$ cat src/rtl/mux_out_collector_pkg.sv
// Shared sizing and types for the mux output collector and its per-channel FIFOs.
package mux_out_pkg;

  localparam int DATA_W = 8;
  localparam int NUM_CH = 4;
  localparam int DEPTH  = 4;

  typedef logic [$clog2(NUM_CH)-1:0] chan_t;
  typedef logic [DATA_W-1:0]         data_t;
  typedef logic [$clog2(DEPTH):0]    cnt_t;

endpackage

$ cat src/rtl/mux_out_collector_chan_fifo.sv
// One synchronous FIFO per channel. The head entry is kept in its own register so
// the consumer sees a registered output with one cycle of latency after a push.
module chan_fifo
  import mux_out_pkg::*;
(
  input  logic  clk,
  input  logic  rst,
  input  logic  push,
  input  logic  pop,
  input  data_t push_data,
  output data_t head,
  output logic  valid,
  output cnt_t  count,
  output logic  full,
  output logic  empty
);

  localparam int PTR_W = $clog2(DEPTH);

  data_t            mem [DEPTH];
  logic [PTR_W-1:0] wr_ptr;
  logic [PTR_W-1:0] rd_ptr;
  logic [PTR_W-1:0] rd_next;
  logic             do_push;
  logic             do_pop;
  cnt_t             count_next;

  assign full    = (count == cnt_t'(DEPTH));
  assign empty   = (count == '0);
  assign do_pop  = pop && !empty;
  assign do_push = push && (!full || do_pop);
  assign rd_next = rd_ptr + 1'b1;

  // Occupancy after this edge; a simultaneous push and pop leaves it unchanged.
  always_comb begin
    count_next = count;
    case ({do_push, do_pop})
      2'b10:   count_next = count + 1'b1;
      2'b01:   count_next = count - 1'b1;
      default: count_next = count;
    endcase
  end

  // Storage array; contents need no reset because the pointers define what is live.
  always_ff @(posedge clk) begin
    if (do_push) begin
      mem[wr_ptr] <= push_data;
    end
  end

  // Pointers, count, valid and head register. The head reloads on a pop from the next
  // slot, or from the incoming beat when that beat becomes the new head.
  always_ff @(posedge clk or negedge rst) begin
    if (!rst) begin
      wr_ptr <= '0;
      rd_ptr <= '0;
      count  <= '0;
      valid  <= 1'b0;
      head   <= '0;
    end else begin
      count <= count_next;
      valid <= (count_next != '0);
      if (do_push) begin
        wr_ptr <= wr_ptr + 1'b1;
      end
      if (do_pop) begin
        rd_ptr <= rd_next;
        if (count > cnt_t'(1)) begin
          head <= mem[rd_next];
        end else if (do_push) begin
          head <= push_data;
        end
      end else if (do_push && empty) begin
        head <= push_data;
      end
    end
  end

endmodule

$ cat src/rtl/mux_out_collector.sv
// Captures each valid mux beat into the FIFO of its channel, drains every channel
// through its own valid/ready port, and keeps a sticky overflow flag per channel.
module mux_out_collector
  import mux_out_pkg::*;
(
  input  logic                     clk,
  input  logic                     rst,
  input  logic                     in_valid,
  input  chan_t                    in_chan,
  input  data_t                    in_data0,
  input  data_t                    in_data1,
  input  data_t                    in_data2,
  input  data_t                    in_data3,
  output logic [NUM_CH-1:0]        out_valid,
  input  logic [NUM_CH-1:0]        out_ready,
  output logic [NUM_CH*DATA_W-1:0] out_data,
  output logic [NUM_CH*3-1:0]      count,
  output logic [NUM_CH-1:0]        ovf,
  input  logic                     ovf_clr
);

  data_t             sel_data;
  logic [NUM_CH-1:0] push;
  logic [NUM_CH-1:0] pop;
  logic [NUM_CH-1:0] full;
  logic [NUM_CH-1:0] empty;

  // Pick the data lane named by the beat's channel; the other lanes are ignored.
  always_comb begin
    sel_data = in_data0;
    case (in_chan)
      2'd0:    sel_data = in_data0;
      2'd1:    sel_data = in_data1;
      2'd2:    sel_data = in_data2;
      default: sel_data = in_data3;
    endcase
  end

  for (genvar i = 0; i < NUM_CH; i++) begin : g_ch
    assign push[i] = in_valid && (in_chan == chan_t'(i));
    assign pop[i]  = out_ready[i] && !empty[i];

    chan_fifo u_fifo (
      .clk       (clk),
      .rst       (rst),
      .push      (push[i]),
      .pop       (pop[i]),
      .push_data (sel_data),
      .head      (out_data[i*DATA_W +: DATA_W]),
      .valid     (out_valid[i]),
      .count     (count[i*3 +: 3]),
      .full      (full[i]),
      .empty     (empty[i])
    );
  end

  // Sticky overflow: a push into a full FIFO with no pop sets the bit, and a set
  // in the same cycle as a clear takes priority.
  always_ff @(posedge clk or negedge rst) begin
    if (!rst) begin
      ovf <= '0;
    end else begin
      for (int i = 0; i < NUM_CH; i++) begin
        if (push[i] && full[i] && !pop[i]) begin
          ovf[i] <= 1'b1;
        end else if (ovf_clr) begin
          ovf[i] <= 1'b0;
        end
      end
    end
  end

endmodule
$ cat config.mk
export PLATFORM = sky130hd
export DESIGN_NAME = mux_out_collector
export DESIGN_NICKNAME = d
export VERILOG_FILES = /design/src/rtl/mux_out_collector_pkg.sv /design/src/rtl/mux_out_collector_chan_fifo.sv /design/src/rtl/mux_out_collector.sv
export SDC_FILE = /design/constraint.sdc
export NUM_CORES = 1
export LEC_CHECK = 0
export ABC_AREA = 1
export CELL_PAD_IN_SITES_DETAIL_PLACEMENT = 1
export CELL_PAD_IN_SITES_GLOBAL_PLACEMENT = 1
export CORE_MARGIN = 4
export CORE_UTILIZATION = 48
export DETAILED_ROUTE_END_ITERATION = 8
export PLACE_DENSITY = 0.86
export SYNTH_ARGS = -nofsm -noshare
export SYNTH_HDL_FRONTEND = slang
export SYNTH_SLANG_ARGS = --single-unit
$ cat constraint.sdc
create_clock -name clk -period 5.5 [get_ports clk]
set_clock_uncertainty 0.05 [all_clocks]
set_input_delay 1.1 -clock clk [delete_from_list [all_inputs] [get_ports clk]]
set_output_delay 1.1 -clock clk [all_outputs]
set_load 0.05 [all_outputs]
==> reports/summary.txt <==
==============================================================================
Dominant cell type by area after synthesis                        sky130_fd_sc_hd__edfxtp_1
Number of synthesized flops with an enable pin                             128
Syn-to-layout area delta                                                 19.6%
Synth top area share                                                     41.5%
Nets                                                                      1125
Number of iterations in the first detailed-routing pass                      5
Critical path data required time                                       5780 ps
Max Fclk                                                             0.277 GHz
Clock Tree Buf Depth                                                         2
Endpoint arrival time on the critical path                             3880 ps
Mapped Area                                                         9270 sq um
Via count of the first global-routing pass                                7731
Total routing resource utilization after global routing                  26.4%
Syn avg cell area                                                   9.78 sq um
R2r startpoint                                                    g_ch[1].u_fifo.count[0]
Critical Path Source Type                                            input pin
Setup Crit Path Kind                                                    in2reg
Max Slew Vio Count                                                           0
Layout Cell Area excl Fill                                         11100 sq um
Average wire length per cell after detail routing                 21.1 microns
Area after detailed placement                                      10400 sq um
Critical path launch point                                          in_chan[1]
Maximum vdd ir drop                                                 0.000462 V
Result of the run                                                 finished clean
Net switching power                                                    2580 uW
Commonest cells in the synthesized netlist                        sky130_fd_sc_hd__nand2_1 (295), sky130_fd_sc_hd__edfxtp_1 (128), sky130_fd_sc_hd__inv_1 (114)
Sequential share of the synthesized area                                 59.8%
Number of port buffers                                                      93
Total clock sinks                                                          196
Hold buffers post-CTS                                                        0
Dominant cell type by count on the critical path                  sky130_fd_sc_hd__inv_1
Category of the worst setup path capture point                        register
Remaining Overflow, GRT                                                      0
Number of buffers added by the clock tree synthesis step                    17
Number of synthesized register bits                                        196
Die width                                                          147 microns
H-tree Lvls                                                                  4
Final WL                                                          27800 microns
Slowest Stage Delay on Critical Path                                    780 ps
Post-placement setup slack                                             1550 ps
Core region area                                                   18800 sq um
Clk slew on worst S/H paths                                              70 ps
Worst slew margin relative to its limit                                  35.3%
Clock share of power                                                     23.5%
Global-route wire length before repair                            43600 microns
Chain of cells forming the critical path                          clkdlybuf4s50_1 > inv_1 > nand3_2 > nor2_4 > inv_1 > ha_1 > inv_1 > o211ai_1 > o21ai_0 > nor2_1 > nand2_1
Resized cells post-CTS                                                       0
Y dimension of the die                                             147 microns
Fraction of final layout cells sized beyond drive strength 1             8.14%
Most frequent cell after synthesis                                sky130_fd_sc_hd__nand2_1
Placed cell count                                                         1285
Initial antenna violation count                                              0
Post-route ant nets                                                          0
Worst path top cell family by delay                               buffers and inverters
Standard cell with the maximum stage delay on the critical path   sky130_fd_sc_hd__clkdlybuf4s50_1
Sw Ratio                                                                 42.8%
P_leak                                                              0.00485 uW
Maximum fanout along the worst path                                         14
Final Hold Fails                                                             0
Clock insertion delay at the later pin of the skew report               440 ps
Synthesized net count                                                     1029
Number of cells produced by synthesis                                      948
Leading cell types by total area after synthesis                  sky130_fd_sc_hd__edfxtp_1 (41%), sky130_fd_sc_hd__dfrtp_1 (18%), sky130_fd_sc_hd__nand2_1 (12%)
Library cell used as clock root buffer                            sky130_fd_sc_hd__clkbuf_16
Origin of the worst min-delay path                                g_ch[3].u_fifo.head[0]
Number of design rule violations left after detail routing                   0
Least-Margin Pin Slew                                                   971 ps
Worst min-delay path class                                             reg2reg
Post-detail-place hpwl                                            19500 microns
Via density per instance                                                  5.48
Filler cells                                                              2060
Unrepaired setup endpoints after global routing                             no
Final antenna diode count                                                    0
Total area of sequential cells                                      5550 sq um
Initial standard-cell utilization of the core                            49.2%
Routability cong.                                                        0.865
Setup Buffers After CTS                                                      0
CTS tree                                                                  done
Fin worst setup slack                                                  1890 ps
Count of different cell masters after synthesis                             36
Total area of multi-input combinational cells                       3130 sq um
Ports                                                                       94
Number of buffer and inverter stages on the critical path                    4
Share of the clock period used by the worst path                         65.5%
Sum of negative setup slack                                               0 ps
Internal Pwr Total                                                     3440 uW
Final min period                                                       3610 ps
Reported max-cap violation count                                             0
Row count                                                                   50
Detailed-route via count                                                  7220
Total number of yosys warnings                                               0
Power Density                                                      542 nW/um^2
Non-Filler Instances                                                      1317
Die outline area                                                   21600 sq um
Synth async-reset ratio                                                  34.7%
Sequential cell fraction of total power                                  35.2%
Number of DRC violations after detailed-routing iteration 0                679
Top FF cell, synth                                                sky130_fd_sc_hd__edfxtp_1
Maximum number of pins on one net before global-route repair                69
Setup-failing EPs final                                                      0
Part of the total power dissipated in combinational logic                41.3%
==============================================================================
-- state kept, by name, summed over array words and instances, names as in the netlist --
name	count
g_ch.u_fifo.head	32
g_ch.u_fifo.valid	4
g_ch.u_fifo.mem	128
g_ch.u_fifo.wr_ptr	8
g_ch.u_fifo.rd_ptr	8
g_ch.u_fifo.count	12
ovf	4
-- worst min-delay path: stages, from the launching register on --
cell and delay, ps:
sky130_fd_sc_hd__dfrtp_1 350, sky130_fd_sc_hd__nand2_1 60, sky130_fd_sc_hd__nand2_1 60
-- metal layers --
| layer | wire length, microns | GRT usage, % | part of all wire, % | vias to the layer above |
|---|---|---|---|---|
| li1 | - | - | - | 3258 |
| met1 | 11400 | 34.4 | 41 | 3582 |
| met2 | 13600 | 44.4 | 49 | 323 |
| met3 | 1990 | 4.38 | 7.2 | 57 |
| met4 | 795 | 10.2 | 2.9 | 0 |
| met5 | 0 | 0 | 0 | - |
-- stage by stage --
stage / util (%) / total power (uW) / hold slack [ps]
after floorplan: - / 3770 / 444
after global placement: 55.4 / 4470 / 415
after detailed placement: 55.4 / 4600 / 422
after CTS: 58.9 / 6030 / 445
after global routing: 58.9 / 6360 / 460
final: 58.9 / 6010 / 442
-- kinds of logic (layout without fill, tap and decap cells) --
logic type	after synthesis	in the layout	synth area share, %
simple gates	465	465	21.5
buf+inv	147	256	6.45
compound gates	93	93	6.22
fa+ha+maj	39	39	5.26
xor+xnor	8	8	0.756
flops	196	196	59.8
-- power groups by stage --
stage          Sequential [uW]  Combinational [uW]  Clock [uW]
6_report                  2120                2490        1410
5_1_grt                   2150                2720        1490
4_1_cts                   2120                2500        1420
3_5_place_dp              2130                2460           0
3_3_place_gp              2120                2360           0
2_1_floorplan             2520                1250           0
-- final cells by class --
cell class                      instances  area share (%)
Timing Repair Buffer                   93            8.37
Clock buffer                           18            3.96
Tap cell                              260            2.93
Sequential cell                       196            50.0
Inverter                              131            4.50
Multi-Input combinational cell        605            28.2
Clock inverter                         14            2.01
-- worst paths after layout --
path / to / slack, ps / cells after the start
worst max-delay path: g_ch[1].u_fifo.valid / 1890 / 11
worst min-delay path: g_ch[3].u_fifo.head[0] / 440 / 2
worst max register to register: g_ch[1].u_fifo.valid / 3230 / 12
worst min register to register: g_ch[3].u_fifo.head[0] / 440 / 2
min in group asynchronous: g_ch[3].u_fifo.rd_ptr[0] / 750 / 1
max in group asynchronous: g_ch[1].u_fifo.wr_ptr[1] / 4000 / 1
-- cell usage in the layout (no fill, tap or decap), types with 6 or more instances in the layout --
cell	synthesis	layout
sky130_fd_sc_hd__nand2_1	295	295
sky130_fd_sc_hd__edfxtp_1	128	128
sky130_fd_sc_hd__inv_1	114	114
sky130_fd_sc_hd__clkdlybuf4s50_1	0	92
sky130_fd_sc_hd__nand3_1	85	85
sky130_fd_sc_hd__dfrtp_1	68	68
sky130_fd_sc_hd__o21ai_0	45	45
sky130_fd_sc_hd__nor2_1	44	44
sky130_fd_sc_hd__ha_1	39	39
sky130_fd_sc_hd__a21oi_1	25	25
sky130_fd_sc_hd__clkbuf_16	0	17
sky130_fd_sc_hd__inv_2	15	15
sky130_fd_sc_hd__nand2_2	10	10
sky130_fd_sc_hd__or2_0	8	8
sky130_fd_sc_hd__o211ai_1	8	8
sky130_fd_sc_hd__xor2_1	8	8
sky130_fd_sc_hd__nor2_2	6	6
Note: power is estimated with default switching activity, not from simulation.
